**config.mk**
```make
export PLATFORM = sky130hd
export DESIGN_NAME = formula_stim_gen
export DESIGN_NICKNAME = d
export VERILOG_FILES = /design/src/rtl/formula_stim_gen.sv
export SDC_FILE = /design/constraint.sdc
export NUM_CORES = 1
export LEC_CHECK = 0
export BUFFER_PORTS_ARGS = -buffer_cell sky130_fd_sc_hd__buf_4
export CORE_ASPECT_RATIO = 0.9
export CORE_MARGIN = 2
export CORE_UTILIZATION = 35
export DETAILED_ROUTE_END_ITERATION = 8
export PLACE_DENSITY_LB_ADDON = 0.2
export RECOVER_POWER = 25
export SYNTH_ARGS = -nofsm -noshare
export SYNTH_HDL_FRONTEND = slang
export SYNTH_SLANG_ARGS = --single-unit
```
**constraint.sdc**
```tcl
create_clock -name clk -period 6.6 [get_ports clk]
set_input_delay 0.66 -clock clk [delete_from_list [all_inputs] [get_ports clk]]
set_output_delay 0.66 -clock clk [all_outputs]
set_load 0.005 [all_outputs]
```
**src/rtl/formula_stim_gen.sv**
```systemverilog
// Stimulus source and response collector for one formula pipeline instance:
// LFSR-driven operand vectors out, result count, first-result latency and MISR signature in.
module formula_stim_gen #(
  parameter int unsigned width         = 8,
  parameter int unsigned width_out     = 2 * width + 6,
  parameter logic [31:0] seed          = 32'h1,
  parameter int unsigned drain_timeout = 64
) (
  input  logic                        clk,
  input  logic                        rst,
  input  logic                        start,
  input  logic [7:0]                  num_vec,
  output logic                        vld_in,
  output logic signed [width-1:0]     a,
  output logic signed [width-1:0]     b,
  output logic signed [width-1:0]     c,
  output logic signed [width-1:0]     d,
  input  logic                        vld_out,
  input  logic signed [width_out-1:0] q,
  output logic                        busy,
  output logic                        done,
  output logic                        err,
  output logic [7:0]                  res_cnt,
  output logic [7:0]                  latency,
  output logic [width_out-1:0]        sig
);

  localparam logic [31:0] LFSR_MASK = 32'h8020_0003;
  localparam int unsigned TMO_W     = $clog2(drain_timeout + 1);
  localparam int unsigned CNT_W     = 8;

  typedef enum logic [1:0] {
    ST_IDLE  = 2'd0,
    ST_RUN   = 2'd1,
    ST_DRAIN = 2'd2,
    ST_DONE  = 2'd3
  } state_e;

  state_e               state_q, state_d;
  logic [31:0]          lfsr_q, lfsr_d;
  logic [CNT_W-1:0]     num_vec_q, num_vec_d;
  logic [CNT_W-1:0]     vec_cnt_q, vec_cnt_d;
  logic [CNT_W-1:0]     res_cnt_q, res_cnt_d;
  logic [CNT_W-1:0]     lat_q, lat_d;
  logic                 lat_act_q, lat_act_d;
  logic [width_out-1:0] sig_q, sig_d;
  logic                 err_q, err_d;
  logic [TMO_W-1:0]     tmo_q, tmo_d;

  logic [31:0]          lfsr_step;
  logic [TMO_W-1:0]     tmo_inc;
  logic                 busy_st;

  // One Galois step, shifting right
  assign lfsr_step = {1'b0, lfsr_q[31:1]} ^ (lfsr_q[0] ? LFSR_MASK : 32'h0);
  assign tmo_inc   = tmo_q + TMO_W'(1);
  assign busy_st   = (state_q == ST_RUN) || (state_q == ST_DRAIN);

  always_comb begin
    state_d   = state_q;
    lfsr_d    = lfsr_q;
    num_vec_d = num_vec_q;
    vec_cnt_d = vec_cnt_q;
    res_cnt_d = res_cnt_q;
    lat_d     = lat_q;
    lat_act_d = lat_act_q;
    sig_d     = sig_q;
    err_d     = err_q;
    tmo_d     = tmo_q;

    // Results arriving in IDLE can only be leftovers from before a reset and are dropped
    if (vld_out && (state_q != ST_IDLE)) begin
      tmo_d = '0;
      if (busy_st && (res_cnt_q != num_vec_q)) begin
        if (res_cnt_q != 8'hFF) begin
          res_cnt_d = res_cnt_q + CNT_W'(1);
        end
      end else begin
        err_d = 1'b1;
      end
      if (busy_st) begin
        sig_d = {sig_q[width_out-2:0], sig_q[width_out-1]} ^ $unsigned(q);
      end
    end

    // Latency runs from the first RUN cycle until the first result, saturating
    if (lat_act_q) begin
      if (vld_out) begin
        lat_act_d = 1'b0;
      end else if (lat_q != 8'hFF) begin
        lat_d = lat_q + CNT_W'(1);
      end
    end

    case (state_q)
      ST_IDLE, ST_DONE: begin
        if (start) begin
          num_vec_d = num_vec;
          lfsr_d    = seed;
          vec_cnt_d = '0;
          res_cnt_d = '0;
          lat_d     = '0;
          lat_act_d = (num_vec != 8'd0);
          sig_d     = '0;
          err_d     = 1'b0;
          tmo_d     = '0;
          state_d   = (num_vec != 8'd0) ? ST_RUN : ST_DONE;
        end
      end
      ST_RUN: begin
        lfsr_d    = lfsr_step;
        vec_cnt_d = vec_cnt_q + CNT_W'(1);
        if (vec_cnt_q == (num_vec_q - CNT_W'(1))) begin
          state_d = (res_cnt_d == num_vec_q) ? ST_DONE : ST_DRAIN;
        end
      end
      ST_DRAIN: begin
        if (res_cnt_d == num_vec_q) begin
          state_d = ST_DONE;
        end else if (!vld_out) begin
          tmo_d = tmo_inc;
          if (tmo_inc == TMO_W'(drain_timeout)) begin
            err_d   = 1'b1;
            state_d = ST_DONE;
          end
        end
      end
      default: state_d = ST_IDLE;
    endcase
  end

  always_ff @(posedge clk) begin
    if (rst) begin
      state_q   <= ST_IDLE;
      lfsr_q    <= seed;
      num_vec_q <= '0;
      vec_cnt_q <= '0;
      res_cnt_q <= '0;
      lat_q     <= '0;
      lat_act_q <= 1'b0;
      sig_q     <= '0;
      err_q     <= 1'b0;
      tmo_q     <= '0;
    end else begin
      state_q   <= state_d;
      lfsr_q    <= lfsr_d;
      num_vec_q <= num_vec_d;
      vec_cnt_q <= vec_cnt_d;
      res_cnt_q <= res_cnt_d;
      lat_q     <= lat_d;
      lat_act_q <= lat_act_d;
      sig_q     <= sig_d;
      err_q     <= err_d;
      tmo_q     <= tmo_d;
    end
  end

  // Outputs decode directly from flops
  assign vld_in  = (state_q == ST_RUN);
  assign busy    = busy_st;
  assign done    = (state_q == ST_DONE);
  assign err     = err_q;
  assign res_cnt = res_cnt_q;
  assign latency = lat_q;
  assign sig     = sig_q;
  assign a       = lfsr_q[width-1:0];
  assign b       = lfsr_q[2*width-1:width];
  assign c       = lfsr_q[3*width-1:2*width];
  assign d       = lfsr_q[4*width-1:3*width];

endmodule
```
# Yosys cells after proc, flatten, opt, wreduce, memory -nomap -nowiden
# Cells that the tools add are included.
# W data, S select, Z words.
[classes] addsub=5 multipliers=0 div_mod_pow=0 order_cmp=0 eq_ne=13 shifts=0 n_mux=43 bitwise=2 n_reduce_logical=11
[op_table] op="$mux W22" n=4
[op_table] op="$mux W8" n=11
[op_table] op="$mux W32" n=2
[op_table] op="$pmux W32 S2" n=1
[op_table] op="$xor A31 B32 Y32" n=1
[op_table] op="$mux W7" n=4
[op_table] op="$add A8 B1 Y8 const B" n=3
[op_table] op="$xor A22 B22 Y22" n=1
[op_table] op="$eq A8 B8 Y1" n=2
[op_table] op="$ne A8 B8 Y1 const B" n=2
[op_table] op="$pmux W8 S2" n=1
[op_table] op="$pmux W7 S2" n=1
[op_table] op="$mux W2" n=6
[op_table] op="$mux W1" n=11
[op_table] op="$ne A8 B8 Y1" n=1
[op_table] op="$reduce_bool A8 Y1" n=1
[op_table] op="$sub A8 B1 Y8 const B" n=1
[op_table] op="$add A7 B1 Y7 const B" n=1
[op_table] op="$eq A7 B7 Y1 const B" n=1
[op_table] op="$pmux W2 S3" n=1
[op_table] op="$eq A2 B2 Y1 const B" n=2
[op_table] op="$reduce_and A2 Y1" n=2
[op_table] op="$reduce_and A4 Y1" n=1
[op_table] op="$reduce_bool A2 Y1" n=2
[op_table] op="10 further kinds" n=11
[totals] register_bits=97 latch_bits=0 mem_bits_rw=0 mem_bits_ro=0 input_bits=34 out_inout_bits=74 elab_cells=84 mem_count=0

# Depth between registers and ports, before layout
# Gate-level depths: netlist of run 1.
[logic_depth] depth_word=9 ltp_mapped=13 mapped_depth_nobuf=11

# Worst setup path after synthesis of run 1
# No wires, ideal clock.
[synth_timing] kind="register to register" from="register state_q[0]" to="register tmo_q[4]" setup_time_ps=83 arrival_time_ps=2875 path_slack_ps=3642 stages_incl_launch_ff=14 path_buffers=2 cell_sequence="dfxtp_1 inv_1 ha_1 inv_1 nor2_1 a21boi_4 and2_4 buf_6 mux2i_2 xnor2_2 nor4_4 or4_1 buf_4 o31ai_4"
[synth_via] elab_chain_len=8 elab_cells_between_ends=17
[synth_rtl] item="from (decl)" line="39" rtl="state_e state_q, state_d;"
[synth_rtl] item="from (signal assigned)" line="145" rtl="state_q <= state_d;"
[synth_rtl] item="$eq A2 B1 Y1 or $eq A2 B2 Y1 (tied branches)" line="57" rtl="assign busy_st = (state_q == ST_RUN) || (state_q == ST_DRAIN);"
[synth_rtl] item="$logic_or A1 B1 Y1 *" line="57"
[synth_rtl] item="net busy" line="20" rtl="output logic busy,"
[synth_rtl] item="$logic_and A1 B1 Y1 *" line="74" rtl="if (busy_st && (res_cnt_q != num_vec_q)) begin"
[synth_rtl] item="$mux W8 *" line="74"
[synth_rtl] item="$mux W8 *" line="72" rtl="if (vld_out && (state_q != ST_IDLE)) begin"
[synth_rtl] item="$eq A8 B8 Y1 *" line="118" rtl="if (res_cnt_d == num_vec_q) begin"
[synth_rtl] item="$mux W7 *" line="118"
[synth_rtl] item="$pmux W7 S2 *" line="95" rtl="case (state_q)"
[synth_rtl] item="to (signal assigned)" line="154" rtl="tmo_q <= tmo_d;"
[synth_rtl] item="to (decl)" line="48" rtl="logic [TMO_W-1:0] tmo_q, tmo_d;"
# Mark *: on every way through the listed nets, which the timed path passes. The rest lies on a longest branch.
# A chain may end at the register's enable or synchronous reset.

# Worst setup path in the final report of run 1
[layout_timing] from="register state_q[0]" to="register tmo_q[6]"
[layout_via] elab_chain_len=8 elab_cells_between_ends=17
[layout_rtl] item="$eq A2 B1 Y1 or $eq A2 B2 Y1 (tied branches)" line="57, 95"
[layout_rtl] item="$logic_or A1 B1 Y1" line="57"
[layout_rtl] item="$logic_and A1 B1 Y1" line="74"
[layout_rtl] item="$mux W8" line="74"
[layout_rtl] item="$mux W8" line="72"
[layout_rtl] item="$eq A8 B8 Y1" line="118"
[layout_rtl] item="$mux W7" line="118"
[layout_rtl] item="$pmux W7 S2 *" line="95"
# Every way passes the cells marked *; elsewhere a longest branch is shown, timed or not.

==> qor.json, run 1 <==
{
  "timing.rr.end": {"value": "tmo_q[6]"},
  "async_reset_ff_frac": {"value": 0},
  "yosysTopAreaCellShare": {"value": 0.415},
  "cp-start-kind": {"value": "flip-flop"},
  "cts-root-to-sink-buffers": {"value": 2},
  "placed_instances": {"value": 774},
  "holdCritPathClass": {"value": "flip-flop to flip-flop"},
  "ir_drop": {"value": 0.162, "unit": "mV"},
  "synth-edff-count": {"value": 0},
  "tritoncts_num_sinks": {"value": 97},
  "multi_input_logic_area": {"value": 2540, "unit": "sq um"},
  "synth_flop_cell": {"value": "dfxtp_1"},
  "timing.clock.skew": {"value": 0.00584, "unit": "ns"},
  "maxSlewViolCount": {"value": 0},
  "hold_path.startpoint": {"value": "tmo_q[1]"},
  "finalWorstPathRequiredPeriod": {"value": 3.99, "unit": "ns"},
  "cp_max_fo": {"value": 47},
  "number_of_setup_violations_in_the_final_report": {"value": 0},
  "seq_area": {"value": 1940, "unit": "sq um"},
  "top_level_ports": {"value": 108},
  "place_hpwl": {"value": 7.92, "unit": "mm"},
  "synth_simple_gate_area_share": {"value": 0.204},
  "post_route_cells_drive_above_1_share": {"value": 0.225},
  "fmaxAchievable": {"value": 250, "unit": "MHz"},
  "synth.most_common_cell": {"value": "dfxtp_1"},
  "antenna_found_initial": {"value": 0},
  "numCtsBuffers": {"value": 9},
  "synth_adder_area_share": {"value": 0.0267},
  "clock_latency": {"value": 0.35, "unit": "ns"},
  "timing_worst_slew_pin_value": {"value": 0.931, "unit": "ns"},
  "fillers": {"value": 1303},
  "post_synth_xor_area_fraction": {"value": 0.124},
  "synth_sequential_area_ratio": {"value": 0.415},
  "layout.cells.non_filler": {"value": 790},
  "synth.cell_area": {"value": 4680, "unit": "sq um"},
  "track_usage": {"value": 0.159},
  "core_region_area": {"value": 13200, "unit": "sq um"},
  "synth.net_count": {"value": 578},
  "syn-instance-count": {"value": 534},
  "drt_wirelength": {"value": 11.1, "unit": "mm"},
  "combinational_family_with_the_most_area_after_synthesis": {"value": "simple AND/OR/NAND/NOR gates"},
  "clock-root-buffer": {"value": "clkbuf_16"},
  "gp_congestion": {"value": 0.873},
  "final.period_utilization": {"value": 0.605},
  "ys_warn_count": {"value": 0},
  "drt_iter0_markers": {"value": 211},
  "nets": {"value": 661},
  "synth-seq-cells": {"value": 97},
  "post-cts-setup-buffer-count": {"value": 0},
  "worst_setup_path_end_kind": {"value": "flip-flop"},
  "cts_resized": {"value": 0},
  "synth_cell_type_count": {"value": 56},
  "die-area": {"value": 14300, "unit": "sq um"},
  "clkTransAtPathRegs": {"value": 0.07, "unit": "ns"},
  "largest_net_degree_at_the_start_of_global_routing": {"value": 50},
  "wire_length_of_the_first_global_routing_pass": {"value": 18.6, "unit": "mm"},
  "synthMuxAreaShare": {"value": 0.00722},
  "setup-tns-final": {"value": 0, "unit": "ns"},
  "length_of_the_first_detailed_routing_pass_in_iterations": {"value": 4},
  "total_power": {"value": 0.00187, "unit": "W"},
  "worst_setup_slack_for_register_to_register_paths": {"value": 2.61, "unit": "ns"},
  "floorplan.initialDensity": {"value": 0.354},
  "r2r_start": {"value": "state_q[0]"},
  "floorplan.die.height": {"value": 114, "unit": "microns"},
  "fp-row-count": {"value": 40},
  "route.vias.total": {"value": 4066},
  "vias_per_cell": {"value": 5.15},
  "worst_ep_required_time": {"value": 6.80, "unit": "ns"},
  "cts_tree": {"value": "yes"},
  "power_density": {"value": 318, "unit": "nW/um^2"},
  "min_delay_worst_endpoint": {"value": "tmo_q[1]"},
  "timing.slew.headroom": {"value": 0.378},
  "routed_wire_length_per_instance": {"value": 14.0, "unit": "microns"},
  "hold_buffers": {"value": 0},
  "port-buffer-count": {"value": 107},
  "first_global_vias": {"value": 3825},
  "synth.top_cells.by_count": {"value": "dfxtp_1, nor2_1, nand2_1"},
  "synth.largest_area_cell": {"value": "dfxtp_1"},
  "postSynthAreaPerCell": {"value": 8.76, "unit": "sq um"},
  "power.leakage": {"value": 2.24, "unit": "nW"},
  "synth_compound_area_frac": {"value": 0.178},
  "reg2reg_depth": {"value": 11},
  "ctsHtreeMaxLevel": {"value": 3},
  "timing_worst_setup_path_type": {"value": "flip-flop to flip-flop"},
  "worst_ep_arrival": {"value": 4.20, "unit": "ns"},
  "holdPathStages": {"value": 2},
  "antenna_left": {"value": 0},
  "hold_viol": {"value": 0},
  "yosys-top-cells-area": {"value": "dfxtp_1, nor2_1, xnor2_1"},
  "flow.area_growth_from_synthesis": {"value": 25.3, "unit": "%"},
  "max_cap_viol_count": {"value": 0},
  "antennaDiodeCount": {"value": 0},
  "die_width": {"value": 126, "unit": "microns"},
  "grt_setup_unrepaired": {"value": "false"},
  "number_of_remaining_drc_errors": {"value": 0},
  "outcome": {"value": "completed"},
  "gr-total-overflow": {"value": 0}
}
kinds of logic (layout without fill, tap and decap cells):
family | after synthesis | after routing
DFF | 97 | 97
xor gates and xnor gates | 62 | 62
and+or+nand+nor | 198 | 198
AOI/OAI and AO/OA | 116 | 116
muxes | 3 | 3
buffers and inverters | 48 | 136
adders and majority gates | 10 | 10
layout by cell type, fill, tap and decap left out, types with 21 or more instances in the layout:
cell	count
dfxtp_1	97
nor2_1	88
buf_4	67
nand2_1	43
clkbuf_4	37
xnor2_1	36
a22oi_1	32
a211oi_1	27
a21oi_1	25
xor2_1	21
worst max-delay path, stage by stage, from the launching register on:
cell      delay (ns)
dfxtp_1         0.40
inv_1           0.10
ha_1            0.41
inv_1           0.14
nor2_4          0.74
a21boi_4        0.41
nand4_1         0.12
nor3b_1         0.27
nor2_1          0.12
nor4_4          0.57
or4_1           0.40
o22ai_1         0.15
report_power, final:
part	internal [W]	leakage, nW	switching, W
logic	0.000237	1.29	0.000348
registers	0.000640	0.785	0.0000672
clock network	0.000346	0.161	0.000229
total	0.00122	2.24	0.000644
area by class of cell:
type / count / share of cell area
multi-input combinational: 389 / 0.434
inverter: 11 / 0.00704
clock buffer: 11 / 0.0414
tap: 168 / 0.0358
sequential: 97 / 0.331
clock inverter: 5 / 0.0147
timing repair buffer: 109 / 0.136
registers in the layout, indices dropped and copies added, names as in the netlist:
register,cells
lfsr_q,32
sig,22
latency,8
num_vec_q,8
res_cnt,8
vec_cnt_q,8
tmo_q,7
state_q,2
err,1
lat_act_q,1
routing by layer:
metal	GRT usage	share of wire
met5	0	0
met4	0.0505	0.014
met3	0.0544	0.057
met2	0.251	0.46
met1	0.205	0.47
how the worst max path moves through the flow:
stage | depth (start not counted) | start | slack [ns] | end
2_1_floorplan | 13 | state_q[0] | 3.64 | tmo_q[4]
4_1_cts | 11 | state_q[0] | 2.55 | tmo_q[6]
3_5_place_dp | 11 | state_q[0] | 2.61 | tmo_q[4]
5_1_grt | 11 | state_q[0] | 2.15 | tmo_q[6]
6_report | 11 | state_q[0] | 2.61 | tmo_q[6]
3_3_place_gp | 11 | state_q[0] | 2.72 | tmo_q[4]
per-stage QoR:
| step | area (sq um) | util | hold WS (ns) | setup WS [ns] |
|---|---|---|---|---|
| floorplan | 4680 | - | 0.453 | 3.64 |
| global placement | 5550 | 0.420 | 0.466 | 2.72 |
| detailed placement | 5550 | 0.420 | 0.475 | 2.61 |
| CTS | 5880 | 0.445 | 0.484 | 2.55 |
| global route | 5860 | 0.444 | 0.503 | 2.15 |
| finish | 5860 | 0.444 | 0.481 | 2.61 |
Note: power is estimated with default switching activity, not from simulation.
==> inputs of run 2 (changes only) <==
==> constraint.sdc (replaced) <==
create_clock -name clk -period 3.2 [get_ports clk]
set_input_delay 0.32 -clock clk [delete_from_list [all_inputs] [get_ports clk]]
set_output_delay 0.32 -clock clk [all_outputs]
set_load 0.005 [all_outputs]
==> qor.json, run 2 (synthesized netlist as in run 1, its figures left out) <==
{
  "max_cap_viol_count": {"value": 0, "change": "unchanged"},
  "flow.area_growth_from_synthesis": {"value": 26.4, "unit": "%", "change": "was 25.3%"},
  "port-buffer-count": {"value": 107, "change": "unchanged"},
  "die-area": {"value": 14300, "unit": "sq um", "change": "unchanged"},
  "hold_path.startpoint": {"value": "num_vec[6]", "change": "was tmo_q[1]"},
  "fillers": {"value": 1320, "change": "was 1303"},
  "route.vias.total": {"value": 4118, "change": "was 4066"},
  "setup-tns-final": {"value": 0, "unit": "ns", "change": "unchanged"},
  "worst_ep_arrival": {"value": 3.27, "unit": "ns", "change": "was 4.20 ns"},
  "maxSlewViolCount": {"value": 0, "change": "unchanged"},
  "commonest_cells_after_routing_fill_and_taps_aside": {"value": "dfxtp_1, nor2_1, buf_4", "change": "unchanged"},
  "routed_wire_length_per_instance": {"value": 14.3, "unit": "microns", "change": "was 14.0 microns"},
  "die_width": {"value": 126, "unit": "microns", "change": "unchanged"},
  "timing.clock.skew": {"value": 0.00674, "unit": "ns", "change": "was 0.00584 ns"},
  "timing_worst_slew_pin_value": {"value": 0.776, "unit": "ns", "change": "was 0.931 ns"},
  "hold_viol": {"value": 0, "change": "unchanged"},
  "antenna_found_initial": {"value": 0, "change": "unchanged"},
  "worst_setup_path_end_kind": {"value": "flip-flop", "change": "unchanged"},
  "clock-root-buffer": {"value": "clkbuf_16", "change": "unchanged"},
  "layout.cell_area.non_filler": {"value": 5910, "unit": "sq um", "change": "was 5860 sq um"},
  "power.leakage": {"value": 2.28, "unit": "nW", "change": "was 2.24 nW"},
  "holdCritPathClass": {"value": "input pin to flip-flop", "change": "was flip-flop to flip-flop"},
  "fmaxAchievable": {"value": 334, "unit": "MHz", "change": "was 250 MHz"},
  "gr-total-overflow": {"value": 0, "change": "unchanged"},
  "place_hpwl": {"value": 8.14, "unit": "mm", "change": "was 7.92 mm"},
  "ir_drop": {"value": 0.312, "unit": "mV", "change": "was 0.162 mV"},
  "hold_buffers": {"value": 0, "change": "unchanged"},
  "holdPathStages": {"value": 3, "change": "was 2"},
  "gp_congestion": {"value": 0.855, "change": "was 0.873"},
  "track_usage": {"value": 0.162, "change": "was 0.159"},
  "number_of_setup_violations_in_the_final_report": {"value": 0, "change": "unchanged"},
  "r2r_start": {"value": "res_cnt[0]", "change": "was state_q[0]"},
  "final.period_utilization": {"value": 0.936, "change": "was 0.605"},
  "cp_max_fo": {"value": 9, "change": "was 47"},
  "reg2reg_depth": {"value": 10, "change": "was 11"},
  "largest_register_ffs": {"value": 32, "change": "unchanged"},
  "clock_latency": {"value": 0.35, "unit": "ns", "change": "about the same"},
  "drt_wirelength": {"value": 11.5, "unit": "mm", "change": "was 11.1 mm"},
  "ctsHtreeMaxLevel": {"value": 3, "change": "unchanged"},
  "worst_setup_slack_for_register_to_register_paths": {"value": 0.21, "unit": "ns", "change": "was 2.61 ns"},
  "vias_per_cell": {"value": 5.14, "change": "was 5.15"},
  "first_global_vias": {"value": 3841, "change": "was 3825"},
  "place_area": {"value": 5640, "unit": "sq um", "change": "was 5550 sq um"},
  "antennaDiodeCount": {"value": 0, "change": "unchanged"},
  "tritoncts_num_sinks": {"value": 97, "change": "unchanged"},
  "numCtsBuffers": {"value": 9, "change": "unchanged"},
  "clkTransAtPathRegs": {"value": 0.06, "unit": "ns", "change": "was 0.07 ns"},
  "finalWorstPathRequiredPeriod": {"value": 2.99, "unit": "ns", "change": "was 3.99 ns"},
  "length_of_the_first_detailed_routing_pass_in_iterations": {"value": 5, "change": "was 4"},
  "worst_ep_required_time": {"value": 3.48, "unit": "ns", "change": "was 6.80 ns"},
  "cts_resized": {"value": 0, "change": "unchanged"},
  "nets": {"value": 672, "change": "was 661"},
  "layout_commonest_cell": {"value": "dfxtp_1", "change": "unchanged"},
  "antenna_left": {"value": 0, "change": "unchanged"},
  "top_register": {"value": "lfsr_q", "change": "unchanged"},
  "cts_tree": {"value": "yes", "change": "unchanged"},
  "timing.slew.headroom": {"value": 0.482, "change": "was 0.378"},
  "cts-root-to-sink-buffers": {"value": 2, "change": "unchanged"},
  "timing_worst_setup_path_type": {"value": "flip-flop to flip-flop", "change": "unchanged"},
  "final_util": {"value": 0.448, "change": "was 0.444"},
  "outcome": {"value": "completed", "change": "unchanged"},
  "timing.rr.end": {"value": "err", "change": "was tmo_q[6]"},
  "largest_net_degree_at_the_start_of_global_routing": {"value": 50, "change": "unchanged"},
  "multi_input_logic_area": {"value": 2560, "unit": "sq um", "change": "was 2540 sq um"},
  "post-cts-setup-buffer-count": {"value": 0, "change": "unchanged"},
  "seq_area": {"value": 1940, "unit": "sq um", "change": "unchanged"},
  "fp-row-count": {"value": 40, "change": "unchanged"},
  "floorplan.die.height": {"value": 114, "unit": "microns", "change": "unchanged"},
  "cp-start-kind": {"value": "flip-flop", "change": "unchanged"},
  "floorplan.initialDensity": {"value": 0.354, "change": "unchanged"},
  "drt_iter0_markers": {"value": 259, "change": "was 211"},
  "min_delay_worst_endpoint": {"value": "num_vec_q[6]", "change": "was tmo_q[1]"},
  "power_density": {"value": 640, "unit": "nW/um^2", "change": "was 318 nW/um^2"},
  "post_route_cells_drive_above_1_share": {"value": 0.243, "change": "was 0.225"},
  "top_level_ports": {"value": 108, "change": "unchanged"},
  "core_region_area": {"value": 13200, "unit": "sq um", "change": "unchanged"},
  "grt_setup_unrepaired": {"value": "false", "change": "unchanged"},
  "wire_length_of_the_first_global_routing_pass": {"value": 18.8, "unit": "mm", "change": "was 18.6 mm"},
  "number_of_remaining_drc_errors": {"value": 0, "change": "unchanged"}
}
[run 2: changes by cell type in the layout (fill, tap and decap cells not counted), sizes merged]
| cell | change |
|---|---|
| buf | +11 |
| bufinv | -2 |
| clkbuf | -2 |
| clkinv | +2 |
| clkinvlp | +1 |
| inv | +1 |
[run 2: metal layers]
| metal | GRT usage | vias up | wire (microns) |
|---|---|---|---|
| li1 | - | 2060 | - |
| met1 | 0.201 | 1928 | 5270 |
| met2 | 0.266 | 119 | 5320 |
| met3 | 0.0633 | 11 | 771 |
| met4 | 0.0410 | 0 | 123 |
| met5 | 0 | - | 0 |
[run 2: worst max-delay path by stage]
stage          startpoint  depth (start not counted)  slack, ns          to
6_report       res_cnt[0]                         10       0.21         err
5_1_grt        res_cnt[0]                         10      0.006  state_q[1]
4_1_cts        res_cnt[0]                          9       0.10    tmo_q[4]
3_5_place_dp   state_q[0]                         11       0.10    tmo_q[4]
3_3_place_gp   state_q[0]                         11       0.24    tmo_q[4]
2_1_floorplan  state_q[0]                         13       0.24    tmo_q[4]
[run 2: per-stage QoR]
step           hold slack, ns  total power, W  worst slack, ns  std cells
4_1_cts                 0.223         0.00383            0.102        801
3_3_place_gp            0.468         0.00275            0.240        785
3_5_place_dp            0.480         0.00278            0.104        785
6_report                0.240         0.00379            0.206        801
2_1_floorplan           0.453         0.00233            0.242        534
5_1_grt                 0.223         0.00404          0.00563        801
[run 2: cell type report]
class | count | share of cell area
multi-input cells | 389 | 0.433
inverters | 11 | 0.00698
repair buffers | 120 | 0.149
clock inverters | 7 | 0.00889
clock buffers | 9 | 0.0381
flip-flops and latches | 97 | 0.328
well taps | 168 | 0.0355
[run 2: report_power, final]
part,total [W],internal [W],switching [W],leakage (nW)
logic,0.00132,0.000548,0.000771,1.36
clock network,0.00103,0.000534,0.000493,0.137
registers,0.00144,0.00132,0.000122,0.785
[run 2: critical path: stages (launching register included)]
cell	delay [ns]
dfxtp_1	0.55
xor2_2	0.16
nor4_4	0.43
a21boi_4	0.16
a41oi_1	0.35
xor2_1	0.12
nor2_1	0.23
nor4_4	0.10
buf_4	0.18
or4b_1	0.50
a21oi_1	0.15
==> inputs of run 3 (changes only) <==
--- a/config.mk
+++ b/config.mk
@@ -6,7 +6,7 @@
 export NUM_CORES = 1
 export LEC_CHECK = 0
 export BUFFER_PORTS_ARGS = -buffer_cell sky130_fd_sc_hd__buf_4
-export CORE_ASPECT_RATIO = 0.9
+export CORE_ASPECT_RATIO = 1.5
 export CORE_MARGIN = 2
 export CORE_UTILIZATION = 35
 export DETAILED_ROUTE_END_ITERATION = 8
==> qor.json, run 3 (synthesized netlist as in run 1, its figures left out) <==
{
  "timing.critical_path.cells": {"value": "inv_1 -> ha_1 -> nand2b_1 -> nor2_2 -> a21boi_4 -> and2_4 -> mux2i_2 -> xnor2_2 -> nor4_4 -> buf_4 -> or4b_1 -> a21oi_1", "change": "was xor2_2 -> nor4_4 -> a21boi_4 -> a41oi_1 -> xor2_1 -> nor2_1 -> nor4_4 -> buf_4 -> or4b_1 -> a21oi_1"},
  "nets": {"value": 675, "change": "was 672"},
  "final.period_utilization": {"value": 0.916, "change": "was 0.936"},
  "numCtsBuffers": {"value": 9, "change": "unchanged"},
  "outcome": {"value": "completed", "change": "unchanged"},
  "critical_path.top_delay_family": {"value": "simple AND/OR/NAND/NOR gates", "change": "unchanged"},
  "grt_setup_unrepaired": {"value": "false", "change": "unchanged"},
  "fillers": {"value": 1302, "change": "was 1320"},
  "layout.cells.non_filler": {"value": 795, "change": "was 801"},
  "floorplan.die.height": {"value": 146, "unit": "microns", "change": "was 114 microns"},
  "route.vias.total": {"value": 4094, "change": "was 4118"},
  "worst_path_max_delay_cell": {"value": "or4b_1", "change": "was dfxtp_1"},
  "length_of_the_first_detailed_routing_pass_in_iterations": {"value": 5, "change": "unchanged"},
  "vias_per_cell": {"value": 5.15, "change": "was 5.14"},
  "seq_area": {"value": 1940, "unit": "sq um", "change": "unchanged"},
  "port-buffer-count": {"value": 107, "change": "unchanged"},
  "core_region_area": {"value": 13000, "unit": "sq um", "change": "was 13200 sq um"},
  "power_density": {"value": 638, "unit": "nW/um^2", "change": "was 640 nW/um^2"},
  "top_level_ports": {"value": 108, "change": "unchanged"},
  "netSwitchingFraction": {"value": 0.359, "change": "was 0.366"},
  "multi_input_logic_area": {"value": 2550, "unit": "sq um", "change": "was 2560 sq um"},
  "reg2reg_depth": {"value": 12, "change": "was 10"},
  "power_switching": {"value": 0.00136, "unit": "W", "change": "was 0.00138 W"},
  "gr-total-overflow": {"value": 0, "change": "unchanged"},
  "antenna_found_initial": {"value": 0, "change": "unchanged"},
  "ir_drop": {"value": 0.274, "unit": "mV", "change": "was 0.312 mV"},
  "p_clk_frac": {"value": 0.270, "change": "was 0.271"},
  "die_width": {"value": 98.4, "unit": "microns", "change": "was 126 microns"},
  "post_route_cells_drive_above_1_share": {"value": 0.252, "change": "was 0.243"},
  "antennaDiodeCount": {"value": 0, "change": "unchanged"},
  "worst_setup_path_endpoint": {"value": "err", "change": "unchanged"},
  "antenna_left": {"value": 0, "change": "unchanged"},
  "cp-start-kind": {"value": "flip-flop", "change": "unchanged"},
  "path_depth": {"value": 12, "change": "was 10"},
  "p_int": {"value": 0.00242, "unit": "W", "change": "was 0.00240 W"},
  "clkTransAtPathRegs": {"value": 0.07, "unit": "ns", "change": "was 0.06 ns"},
  "number_of_remaining_drc_errors": {"value": 0, "change": "unchanged"},
  "timing.slew.headroom": {"value": 0.477, "change": "was 0.482"},
  "seq_power_share": {"value": 0.381, "change": "about the same"},
  "drt_iter0_markers": {"value": 120, "change": "was 259"},
  "cts-root-to-sink-buffers": {"value": 2, "change": "unchanged"},
  "timing.clock.skew": {"value": 0.00631, "unit": "ns", "change": "was 0.00674 ns"},
  "met1Wirelength": {"value": 4.98, "unit": "mm", "change": "was 5.27 mm"},
  "worst_ep_required_time": {"value": 3.47, "unit": "ns", "change": "was 3.48 ns"},
  "post-cts-setup-buffer-count": {"value": 0, "change": "unchanged"},
  "drt_wirelength": {"value": 11.7, "unit": "mm", "change": "was 11.5 mm"},
  "wire_length_of_the_first_global_routing_pass": {"value": 19.4, "unit": "mm", "change": "was 18.8 mm"},
  "cts_resized": {"value": 0, "change": "unchanged"},
  "share_comb_of_total_power": {"value": 0.349, "change": "was 0.348"},
  "cts_tree": {"value": "yes", "change": "unchanged"},
  "timing_worst_setup_path_type": {"value": "flip-flop to flip-flop", "change": "unchanged"},
  "clock_latency": {"value": 0.34, "unit": "ns", "change": "was 0.35 ns"},
  "flow.area_growth_from_synthesis": {"value": 26.7, "unit": "%", "change": "was 26.4%"},
  "timing.rr.end": {"value": "err", "change": "unchanged"},
  "fp-row-count": {"value": 51, "change": "was 40"},
  "die-area": {"value": 14300, "unit": "sq um", "change": "about the same"},
  "hold_buffers": {"value": 0, "change": "unchanged"},
  "r2r_start": {"value": "state_q[0]", "change": "was res_cnt[0]"},
  "finalWorstPathRequiredPeriod": {"value": 2.93, "unit": "ns", "change": "was 2.99 ns"},
  "place_hpwl": {"value": 8.50, "unit": "mm", "change": "was 8.14 mm"},
  "ctsHtreeMaxLevel": {"value": 3, "change": "unchanged"},
  "total_power": {"value": 0.00378, "unit": "W", "change": "was 0.00379 W"},
  "gp_congestion": {"value": 0.910, "change": "was 0.855"},
  "holdCritPathClass": {"value": "input pin to flip-flop", "change": "unchanged"},
  "worstPathBufferInverterCount": {"value": 2, "change": "was 1"},
  "top_register": {"value": "lfsr_q", "change": "unchanged"},
  "route.met2.wl": {"value": 5.81, "unit": "mm", "change": "was 5.32 mm"},
  "max_cap_viol_count": {"value": 0, "change": "unchanged"},
  "largest_register_ffs": {"value": 32, "change": "unchanged"},
  "tritoncts_num_sinks": {"value": 97, "change": "unchanged"},
  "maxSlewViolCount": {"value": 0, "change": "unchanged"},
  "number_of_setup_violations_in_the_final_report": {"value": 0, "change": "unchanged"},
  "first_global_vias": {"value": 3988, "change": "was 3841"},
  "clock-root-buffer": {"value": "clkbuf_16", "change": "unchanged"},
  "largest_net_degree_at_the_start_of_global_routing": {"value": 50, "change": "unchanged"},
  "worst_setup_path_end_kind": {"value": "flip-flop", "change": "unchanged"},
  "power.leakage": {"value": 2.30, "unit": "nW", "change": "was 2.28 nW"},
  "routed_wire_length_per_instance": {"value": 14.7, "unit": "microns", "change": "was 14.3 microns"},
  "setup-tns-final": {"value": 0, "unit": "ns", "change": "unchanged"},
  "slowest_delay": {"value": 0.51, "unit": "ns", "change": "was 0.55 ns"},
  "worst_setup_slack_for_register_to_register_paths": {"value": 0.27, "unit": "ns", "change": "was 0.21 ns"},
  "hold_viol": {"value": 0, "change": "unchanged"},
  "fmaxAchievable": {"value": 341, "unit": "MHz", "change": "was 334 MHz"},
  "route.met3.wl": {"value": 694, "unit": "microns", "change": "was 771 microns"},
  "final_util": {"value": 0.455, "change": "was 0.448"},
  "cp_max_fo": {"value": 9, "change": "unchanged"},
  "commonest_cells_after_routing_fill_and_taps_aside": {"value": "dfxtp_1, nor2_1, buf_4", "change": "unchanged"},
  "worst_ep_arrival": {"value": 3.20, "unit": "ns", "change": "was 3.27 ns"},
  "placed_instances": {"value": 779, "change": "was 785"},
  "maxUsedRoutingLayer": {"value": "met4", "change": "unchanged"},
  "floorplan.initialDensity": {"value": 0.359, "change": "was 0.354"},
  "timing_worst_slew_pin_value": {"value": 0.784, "unit": "ns", "change": "was 0.776 ns"},
  "cp-startpoint": {"value": "state_q[0]", "change": "was res_cnt[0]"},
  "track_usage": {"value": 0.164, "change": "was 0.162"},
  "layout_commonest_cell": {"value": "dfxtp_1", "change": "unchanged"}
}
run 3: layout make-up:
type / instances / share of cell area
Inverter: 11 / 0.00696
Timing Repair Buffer: 123 / 0.154
Tap cell: 159 / 0.0336
Multi-Input combinational cell: 389 / 0.430
Clock inverter: 6 / 0.00739
Clock buffer: 10 / 0.0403
Sequential cell: 97 / 0.328
run 3: stage by stage:
step	hold WS, ns	setup WS (ns)	instance area [sq um]
floorplan	0.453	0.242	4680
global placement	0.477	0.265	5640
detailed placement	0.503	0.144	5640
CTS	0.234	0.154	5930
global route	0.236	0.0179	5930
finish	0.240	0.269	5930
run 3: worst min path at each step:
stage,start,to,cells past startpoint
after global placement,tmo_q[1],tmo_q[1],2
after global routing,num_vec[3],num_vec_q[3],3
after CTS,num_vec[5],num_vec_q[5],3
after floorplan,tmo_q[1],tmo_q[1],2
final,num_vec[5],num_vec_q[5],3
after detailed placement,latency[6],latency[6],1
run 3: worst register-to-register path, cell delays in order (launching register included):
cell and delay [ns]:
dfxtp_1 0.39, inv_1 0.10, ha_1 0.19, nand2b_1 0.19
nor2_2 0.13, a21boi_4 0.29, and2_4 0.23, mux2i_2 0.28
xnor2_2 0.16, nor4_4 0.06, buf_4 0.18, or4b_1 0.51
a21oi_1 0.15
run 3: power groups by stage:
| stage | registers [W] | clock network, W | logic [W] |
|---|---|---|---|
| finish | 0.00144 | 0.00102 | 0.00132 |
| CTS | 0.00144 | 0.00105 | 0.00133 |
| global placement | 0.00146 | 0 | 0.00129 |
| floorplan | 0.00144 | 0 | 0.000886 |
| detailed placement | 0.00147 | 0 | 0.00132 |
| global route | 0.00146 | 0.00110 | 0.00148 |
run 3: metal layers:
layer,vias up,track usage
met3,20,0.0322
met1,1889,0.198
li1,2061,-
met4,0,0.0753
met5,-,0
met2,124,0.278
